**src/rtl/can_pkg.sv**
```systemverilog
// Shared CAN bit-level constants and the output bit payload.
package can_pkg;

    localparam logic RECESSIVE = 1'b1;
    localparam logic DOMINANT  = 1'b0;

    localparam int unsigned MODE_STUFF   = 0;
    localparam int unsigned MODE_DESTUFF = 1;

    typedef struct packed {
        logic is_stuff;
        logic data;
    } can_bit_t;

endpackage

```
**src/rtl/can_run_tracker.sv**
```systemverilog
// Tracks the current run of equal bits and flags when a stuff bit is due.
module can_run_tracker
    import can_pkg::*;
#(
    parameter int unsigned RUN_LEN = 5
) (
    input  logic clk,
    input  logic rst_n,
    input  logic clr,
    input  logic upd,
    input  logic upd_bit,
    input  logic upd_en,
    input  logic resync,
    input  logic resync_bit,
    output logic last_bit,
    output logic pend
);

    localparam int unsigned RUN_W = $clog2(RUN_LEN + 1);

    logic [RUN_W-1:0] run_cnt;
    logic [RUN_W-1:0] run_inc;

    // Saturating increment keeps run_cnt from passing RUN_LEN.
    always_comb begin
        run_inc = run_cnt;
        if (run_cnt < RUN_W'(RUN_LEN)) begin
            run_inc = run_cnt + RUN_W'(1);
        end
    end

    // A resync (stuff bit seen or inserted) starts a new run of length one.
    always_ff @(posedge clk or negedge rst_n) begin
        if (!rst_n) begin
            run_cnt  <= '0;
            last_bit <= RECESSIVE;
            pend     <= 1'b0;
        end else if (clr) begin
            run_cnt  <= '0;
            last_bit <= RECESSIVE;
            pend     <= 1'b0;
        end else if (resync) begin
            run_cnt  <= RUN_W'(1);
            last_bit <= resync_bit;
            pend     <= 1'b0;
        end else if (upd) begin
            last_bit <= upd_bit;
            if (!upd_en) begin
                run_cnt <= '0;
                pend    <= 1'b0;
            end else if (upd_bit == last_bit) begin
                run_cnt <= run_inc;
                pend    <= (run_inc == RUN_W'(RUN_LEN));
            end else begin
                run_cnt <= RUN_W'(1);
                pend    <= 1'b0;
            end
        end
    end

endmodule

```
**src/rtl/can_bit_stuffer.sv**
```systemverilog
// CAN bit stuffer (MODE 0) / destuffer with violation check (MODE 1) on a 1-bit valid/ready stream.
module can_bit_stuffer
    import can_pkg::*;
#(
    parameter int unsigned RUN_LEN = 5,
    parameter int unsigned MODE    = 0,
    parameter int unsigned CNT_W   = 3
) (
    input  logic             clk,
    input  logic             rst_n,
    input  logic             clr,
    input  logic             stuff_en,
    input  logic             in_valid,
    output logic             in_ready,
    input  logic             in_data,
    output logic             out_valid,
    input  logic             out_ready,
    output logic             out_data,
    output logic             out_is_stuff,
    output logic             stuff_err,
    output logic [CNT_W-1:0] stuff_cnt
);

    localparam can_bit_t IDLE_BIT = '{is_stuff: 1'b0, data: RECESSIVE};

    logic     last_bit;
    logic     pend;
    logic     slot_free;
    logic     accept;
    logic     stuff_emit;
    logic     drop;
    logic     upd;
    logic     resync;
    logic     resync_bit;
    can_bit_t out_q;

    can_run_tracker #(
        .RUN_LEN (RUN_LEN)
    ) u_run_tracker (
        .clk        (clk),
        .rst_n      (rst_n),
        .clr        (clr),
        .upd        (upd),
        .upd_bit    (in_data),
        .upd_en     (stuff_en),
        .resync     (resync),
        .resync_bit (resync_bit),
        .last_bit   (last_bit),
        .pend       (pend)
    );

    // In stuff mode a pending stuff bit owns the next output slot, so input is held off.
    always_comb begin
        slot_free  = !out_valid || out_ready;
        in_ready   = slot_free && !((MODE == MODE_STUFF) && pend);
        accept     = in_valid && in_ready && !clr;
        stuff_emit = (MODE == MODE_STUFF) && pend && slot_free && !clr;
        drop       = (MODE == MODE_DESTUFF) && accept && pend && stuff_en;
        upd        = accept && !drop;
        resync     = stuff_emit || drop;
        resync_bit = drop ? in_data : !last_bit;
    end

    assign out_data     = out_q.data;
    assign out_is_stuff = out_q.is_stuff;

    // Output register, stuff counter and violation pulse.
    always_ff @(posedge clk or negedge rst_n) begin
        if (!rst_n) begin
            out_valid <= 1'b0;
            out_q     <= IDLE_BIT;
            stuff_err <= 1'b0;
            stuff_cnt <= '0;
        end else begin
            stuff_err <= 1'b0;
            if (clr) begin
                out_valid <= 1'b0;
                out_q     <= IDLE_BIT;
                stuff_cnt <= '0;
            end else begin
                if (resync) begin
                    stuff_cnt <= stuff_cnt + CNT_W'(1);
                end
                if (drop && (in_data == last_bit)) begin
                    stuff_err <= 1'b1;
                end
                if (stuff_emit) begin
                    out_valid <= 1'b1;
                    out_q     <= '{is_stuff: 1'b1, data: !last_bit};
                end else if (upd) begin
                    out_valid <= 1'b1;
                    out_q     <= '{is_stuff: 1'b0, data: in_data};
                end else if (out_ready) begin
                    out_valid <= 1'b0;
                end
            end
        end
    end

endmodule

```
**config.mk**
```make
export PLATFORM = sky130hd
export DESIGN_NAME = can_bit_stuffer
export DESIGN_NICKNAME = d
export VERILOG_FILES = /design/src/rtl/can_pkg.sv /design/src/rtl/can_run_tracker.sv /design/src/rtl/can_bit_stuffer.sv
export SDC_FILE = /design/constraint.sdc
export NUM_CORES = 1
export LEC_CHECK = 0
export CAP_MARGIN = 15
export CORE_MARGIN = 4
export CORE_UTILIZATION = 35
export CTS_CLUSTER_SIZE = 40
export DETAILED_ROUTE_END_ITERATION = 8
export GPL_ROUTABILITY_DRIVEN = 0
export HOLD_SLACK_MARGIN = 0.06
export PLACE_DENSITY = 0.66
export SLEW_MARGIN = 0
export SYNTH_ARGS = -nofsm -noshare
export SYNTH_HDL_FRONTEND = slang
export SYNTH_SLANG_ARGS = --single-unit
```
**constraint.sdc**
```tcl
create_clock -name clk -period 1.35 [get_ports clk]
set_input_delay 0.2025 -clock clk [delete_from_list [all_inputs] [get_ports clk]]
set_output_delay 0.2025 -clock clk [all_outputs]
set_load 0.01 [all_outputs]
```
==> flow_summary_export.csv, run 1 <==
group,metric,value,unit
logic_synthesis,synthesis.nets,70,
floorplanning,ioPinCount,15,
critical_path,cp_data_arrival_time,1080,ps
route,dr.pass1.iters,4,
critical_path,worstPathBufferInverterCount,1,
logic_synthesis,synth.distinct_cells,31,
global_routing,grt_overflow,0,
floorplanning,fp.dieW,47.84,µm
clocking,cts_tree,"done",
min_path,hold_path_class,"input port to asynchronous set/reset pin",
power,leakage,0.4030,nW
critical_path,max_stage_delay,570,ps
cells_and_area,fillCellCount,148,
cells_and_area,diodes,0,
global_routing,grt_pass1_wl,1.932,mm
sta,setup_viol,0,
critical_path,crit_slowest_cell,"dfstp_2",
logic_synthesis,avgSynthCellArea,9.107,µm²
route,drc,0,
floorplanning,dieHeight,47.84,µm
critical_path,end_kind,"output pin",
placed_design,io_buffers,13,
global_routing,grt_pass1_vias,445,
critical_path,cp.required,1150,ps
global_routing,grt_max_degree,11,
critical_path,worst_setup_path_start_kind,"flop",
logic_synthesis,synth-warning-count,0,
critical_path,crit_fanout,4,
route,vias,501,
route,via_per_inst,4.912,
clocking,cts-root-buf,"clkbuf_4",
clocking,cts_htree_levels,1,
placed_design,hpwl,937.2,µm
critical_path,critPathKind,"flop to output pin",
clocking,cts_buffer_depth,2,
sta,skew,2.041,ps
sta,finalCriticalPeriod,1286,ps
sta,fmax,777.7,MHz
cells_and_area,nets,96,
route,drt_iter0_drc,7,
clocking,numCtsBuffers,3,
job,maxCapViolCount,0,
run_status,outcome,"complete, no violations",
global_routing,antenna_found_initial,0,
sta,period_share,0.9525,
critical_path,crit_family,"flip-flops",
power,power,0.6949,mW
power,p_per_area,836.4,mW/mm²
cells_and_area,area_growth,49.55,%
placed_design,dp_slack,-336.6,ps
clocking,path_clk_slew,70,ps
critical_path,cp_cell_sequence,"clkdlybuf4s15_1",
sta,worst_slack,64.18,ps
logic_synthesis,synth-seq-cells,10,
global_routing,track_usage,0.1234,
logic_synthesis,mappedNetlistArea,555.5,µm²
clocking,cts_sinks,10,
route,ant_nets,0,
floorplanning,rows,14,
sta,finalMaxSlewViolations,0,
clocking,hold_buffers,0,
sta,hold_viol,0,
cells_and_area,drive_above_1_share,0.2674,
logic_synthesis,yosysSeqAreaShare,0.4527,
floorplanning,core,0.001506,mm²
route,avgRoutedWirePerCell,11.81,µm
floorplanning,dieArea,0.002289,mm²
floorplanning,start_util,0.3688,
route,drt-total-wl,1.205,mm
clocking,clock_latency,260,ps
sta,grt_setup_unrepaired,"true",
logic_synthesis,syn-instance-count,61,
power,ir_worst_vdd,0.5871,mV
-- where the power goes --
part           switching [mW]  total, mW  internal (mW)
registers             0.00786      0.316          0.308
clock network           0.105      0.269          0.164
logic                  0.0504      0.110         0.0600
-- layout make-up --
| class | count | area (µm²) | area share |
|---|---|---|---|
| multi-input cells | 44 | 306.5 | 0.3690 |
| repair buffers | 24 | 201.4 | 0.2425 |
| inverters | 4 | 15.01 | 0.01807 |
| well taps | 16 | 20.02 | 0.02410 |
| clock buffers | 4 | 36.28 | 0.04367 |
| flip-flops and latches | 10 | 251.5 | 0.3027 |
-- metal layers --
| layer | GRT usage | vias up | wire (µm) |
|---|---|---|---|
| met1 | 0.1855 | 230 | 608 |
| met5 | 0 | - | 0 |
| met4 | 0.01613 | 0 | 8 |
| li1 | - | 259 | - |
| met2 | 0.1636 | 10 | 530 |
| met3 | 0.05639 | 2 | 57 |
-- state kept, by name, summed over array words and instances (netlist names) --
| signal | count |
|---|---|
| u_run_tracker.last_bit | 1 |
| stuff_cnt | 3 |
| out_is_stuff | 1 |
| u_run_tracker.pend | 1 |
| out_valid | 1 |
| u_run_tracker.run_cnt | 3 |
-- through the flow --
stage | hold WS, ps | setup TNS [ps] | instance area (µm²) | instances | util
global route | 273.9 | -37.01 | 830.8 | 102 | 0.5515
floorplan | -93.09 | 0 | 555.5 | 61 | -
global placement | 519.1 | -1223 | 772.0 | 98 | 0.5125
CTS | 262.7 | 0 | 802.0 | 102 | 0.5324
finish | 250.8 | 0 | 830.8 | 102 | 0.5515
detailed placement | 510.1 | -1312 | 772.0 | 98 | 0.5125
-- kinds of logic (layout without fill, tap and decap cells) --
group                    after synthesis  in the layout  share of synthesized area
other                                  1              1                   0.006750
multiplexers                           1              1                    0.01802
adder cells (fa/ha/maj)                2              2                    0.04504
XOR/XNOR                               3              3                    0.04731
buffers and inverters                  7             32                    0.05629
AND/OR/NAND/NOR                       23             23                     0.1915
AO/OA/AOI/OAI                         14             14                     0.1825
flip-flops                            10             10                     0.4527
-- layout by cell type, fill, tap and decap left out --
master,n
conb_1,1
and2b_1,1
inv_2,1
a21boi_0,1
inv_1,3
clkdlybuf4s15_1,1
dlygate4sd2_1,5
o21ai_0,1
dfstp_2,1
buf_2,1
nor3_1,1
o41ai_2,1
or2_1,1
nand2_1,10
a2111o_1,1
a21oi_4,1
nor2_1,5
nand2b_1,2
xnor2_2,1
a31oi_1,1
nand3_1,2
dfrtp_1,9
ha_1,2
clkbuf_8,1
o311ai_1,1
o2111ai_2,1
clkdlybuf4s50_1,6
a21oi_1,4
o31ai_2,1
nor4b_1,1
clkbuf_4,3
xor2_1,2
buf_4,11
a2bb2oi_1,1
mux2i_1,1
-- synthesized netlist by cell type (all sizes together) --
library cell	instances	area (µm²)
dfstp	1	26.28
inv	4	15.01
nand2b	2	12.51
o2111ai	1	8.760
nand2	10	37.54
or2	1	6.260
nor4b	1	8.760
nor3	1	5.000
dfrtp	9	225.2
ha	2	25.02
conb	1	3.750
a31oi	1	6.260
a21boi	1	7.510
mux2i	1	10.01
o311ai	1	8.760
o31ai	1	7.510
xor2	2	17.52
o21ai	1	5.000
xnor2	1	8.760
and2b	1	7.510
a2111o	1	11.26
nand3	2	10.01
a2bb2oi	1	8.760
o41ai	1	8.760
buf	3	16.26
a21oi	5	28.78
nor2	5	18.77
-- what timing repair did --
| item | CTS | global route |
|---|---|---|
| endpoints found under the setup margin | 8 | 4 |
| gates resized for setup | 11 | 5 |
| pin swaps | 0 | 4 |
| buffers inserted | 0 | 0 |
| endpoints found under the hold margin | 0 | 0 |
-- final timing paths --
check / from / end / slack [ps] / depth (start not counted)
min in group clk: out_is_stuff / out_is_stuff / 510 / 2
max in group asynchronous: rst_n / u_run_tracker.last_bit / 760 / 1
hold / removal: rst_n / stuff_cnt[1] / 250 / 1
hold reg to reg: out_is_stuff / out_is_stuff / 510 / 2
setup reg to reg: u_run_tracker.last_bit / u_run_tracker.run_cnt[0] / 70 / 3
setup / recovery: u_run_tracker.last_bit / out_data / 60 / 1
(Power assumes the default switching activity.)
==> inputs of run 2 (changes only) <==
--- a/config.mk
+++ b/config.mk
@@ -13,7 +13,7 @@
 export GPL_ROUTABILITY_DRIVEN = 0
 export HOLD_SLACK_MARGIN = 0.06
 export PLACE_DENSITY = 0.66
-export SLEW_MARGIN = 0
+export SLEW_MARGIN = 20
 export SYNTH_ARGS = -nofsm -noshare
 export SYNTH_HDL_FRONTEND = slang
 export SYNTH_SLANG_ARGS = --single-unit
==> results of run 2 <==
Same layout as run 1: the final DEF is identical, and so are final timing and power.
==> inputs of run 3 (changes only) <==
--- a/config.mk
+++ b/config.mk
@@ -5,14 +5,17 @@
 export SDC_FILE = /design/constraint.sdc
 export NUM_CORES = 1
 export LEC_CHECK = 0
+export ABC_AREA = 1
 export CAP_MARGIN = 15
 export CORE_MARGIN = 4
 export CORE_UTILIZATION = 35
 export CTS_CLUSTER_SIZE = 40
 export DETAILED_ROUTE_END_ITERATION = 8
+export DONT_BUFFER_PORTS = 1
 export GPL_ROUTABILITY_DRIVEN = 0
 export HOLD_SLACK_MARGIN = 0.06
-export PLACE_DENSITY = 0.66
+export PLACE_DENSITY = 0.54
+export SKIP_LAST_GASP = 1
 export SLEW_MARGIN = 20
 export SYNTH_ARGS = -nofsm -noshare
 export SYNTH_HDL_FRONTEND = slang
==> flow_summary_export.csv, run 3 <==
group,metric,value,unit
logic_synthesis,synth-warning-count,0,
logic_synthesis,synthMuxAreaShare,0,
clocking,numCtsBuffers,3,
cells_and_area,final_common_cell,"nand2_1",
placed_design,hpwl,950.2,µm
route,drt_iter0_drc,7,
logic_synthesis,synthAdderAreaFrac,0.03929,
logic_synthesis,synthesis.nets,91,
floorplanning,ioPinCount,15,
power,p_switching,0.1840,mW
power,leakage,0.3949,nW
global_routing,grt_pass1_wl,1.994,mm
floorplanning,start_util,0.3688,
clocking,cts.repair.resized,0,
placed_design,postPlaceCellArea,660.6,µm²
sta,setup_viol,0,
critical_path,crit_fanout,5,
clocking,hold_buffers,2,
cells_and_area,nets,97,
clocking,path_clk_slew,70,ps
cells_and_area,drive_above_1_share,0.2529,
route,dr.pass1.iters,4,
logic_synthesis,synth_edf_count,0,
floorplanning,rows,15,
clocking,cts_htree_levels,1,
logic_synthesis,synth_top_area_frac,0.3536,
logic_synthesis,syn-instance-count,82,
logic_synthesis,synthXorXnorAreaFrac,0,
logic_synthesis,synth_area_leader_cell,"dfrtp_1",
power,power,0.6911,mW
power,p_clk_frac,0.405,
cells_and_area,utilization,0.4152,
route,drt-total-wl,1.237,mm
cells_and_area,area_growth,12.57,%
route,ant_nets,0,
placed_design,dp_slack,145.0,ps
power,p_per_area,964.0,mW/mm²
sta,timing.setup.tns,0,ps
logic_synthesis,synth.distinct_cells,22,
critical_path,worst_setup_path_start_kind,"flop",
clocking,cts_buffer_depth,2,
logic_synthesis,synth_ff_type,"dfrtp_1",
logic_synthesis,synth_area_leaders,"dfrtp_1 (35%), nand2_1 (14%), inv_1 (6.5%)",
sta,max_slew_margin,0.6666,
floorplanning,core,0.001727,mm²
logic_synthesis,avgSynthCellArea,7.767,µm²
route,drc,0,
cells_and_area,finalInstanceArea,716.9,µm²
clocking,cts_sinks,10,
logic_synthesis,yosysSeqAreaShare,0.3949,
logic_synthesis,synth-seq-cells,10,
min_path,hold_path_class,"input port to flop",
clocking,cts_setup_buffers,0,
cells_and_area,final_cell_mix,"nand2_1 (23), inv_1 (11), dfrtp_1 (9), inv_2 (6), o21ai_1 (6)",
logic_synthesis,async_flop_share,1.000,
global_routing,grt_pass1_vias,478,
critical_path,critPathKind,"flop to flop",
clocking,cts-root-buf,"clkbuf_4",
route,avgRoutedWirePerCell,11.04,µm
clocking,cts_tree,"done",
power,pwr-share-seq,0.471,
sta,fmax,817.2,MHz
floorplanning,dieArea,0.002566,mm²
logic_synthesis,synth_top_family_by_area,"simple AND/OR/NAND/NOR gates",
route,via_per_inst,4.509,
critical_path,cp_data_arrival_time,1400,ps
logic_synthesis,synth-compound-area-share,0.1061,
cells_and_area,diodes,0,
sta,finalCriticalPeriod,1224,ps
floorplanning,fp.dieW,50.66,µm
job,maxCapViolCount,0,
critical_path,cp.required,1520,ps
sta,period_share,0.9064,
global_routing,grt_max_degree,11,
sta,hold_viol,0,
sta,skew,1.984,ps
power,switching_share,0.2662,
sta,grt_setup_unrepaired,"false",
placed_design,dp.cells,106,
logic_synthesis,mappedNetlistArea,636.9,µm²
logic_synthesis,synth-simple-area-share,0.3281,
power,p_comb_frac,0.123,
sta,worst_slack,126.3,ps
placed_design,io_buffers,0,
global_routing,grt_overflow,0,
logic_synthesis,yosysMostFrequentCell,"nand2_1",
sta,finalMaxSlewViolations,0,
sta,worstMarginPinSlew,498.5,ps
cells_and_area,final-instance-count-excl-fill,112,
floorplanning,dieHeight,50.66,µm
critical_path,end_kind,"flop",
global_routing,antenna_found_initial,0,
global_routing,track_usage,0.1103,
power,p_int,0.5072,mW
cells_and_area,top_regs,"stuff_cnt: 3 flops, u_run_tracker.run_cnt: 3 flops",
power,ir_worst_vdd,0.5089,mV
sta,hold-worst-slack,115.8,ps
run_status,outcome,"complete, no violations",
clocking,clock_latency,270,ps
logic_synthesis,synth_common_cells,"nand2_1 (23), inv_1 (11), dfrtp_1 (9)",
route,vias,505,
## run 3: cell types whose count changed in the layout (fill, tap and decap cells not counted), sizes merged, moves of 2 or more
cell,previous run,this run
inv,4,17
clkdlybuf4s50,6,0
xor2,2,0
dlygate4sd2,5,0
nand2b,2,0
o21ai,1,9
a21oi,5,2
nand2,10,28
dlygate4sd3,0,2
buf,12,0
nand3,2,4
## run 3: worst paths after layout
| check | from | endpoint | slack, ps | cells after the start |
|---|---|---|---|---|
| setup / recovery | u_run_tracker.run_cnt[0] | u_run_tracker.run_cnt[1] | 130 | 6 |
| hold / removal | clr | out_is_stuff | 120 | 3 |
| setup reg to reg | u_run_tracker.run_cnt[0] | u_run_tracker.run_cnt[1] | 130 | 6 |
| hold reg to reg | u_run_tracker.last_bit | u_run_tracker.last_bit | 500 | 2 |
| max in group asynchronous | rst_n | u_run_tracker.last_bit | 660 | 1 |
| min in group asynchronous | rst_n | out_valid | 330 | 1 |
## run 3: critical path, cell delays in order, from the launching register on
cell and delay [ps]:
dfrtp_1 430, ha_1 300, nand3b_1 160, nand2_1 70, o21ai_1 60, nand2_1 70
inv_1 40
## run 3: routing by layer
metal  GRT usage  wire [µm]
met3     0.06528        131
met1      0.1196        550
met4     0.05381         17
met2      0.1696        538
met5           0          0
## run 3: area by class of cell
type / count / area (µm²)
Fill cell: 191 / 1010
Multi-Input combinational cell: 53 / 305.3
Sequential cell: 10 / 251.5
Inverter: 18 / 72.57
Clock buffer: 4 / 36.28
Tap cell: 25 / 31.28
Timing Repair Buffer: 2 / 20.02
## run 3: cells by family after synthesis
family / after synthesis
adder cells (fa/ha/maj): 2
buffers and inverters: 19
other: 1
flip-flops: 10
AO/OA/AOI/OAI: 12
AND/OR/NAND/NOR: 38
## run 3: power by group through the flow
stage	sequential [mW]	clock [mW]	combinational, mW
final	0.326	0.280	0.0853
after CTS	0.326	0.294	0.0867
after global routing	0.328	0.307	0.0980
after global placement	0.332	0	0.0741
after detailed placement	0.332	0	0.0747
after floorplan	0.329	0	0.0665
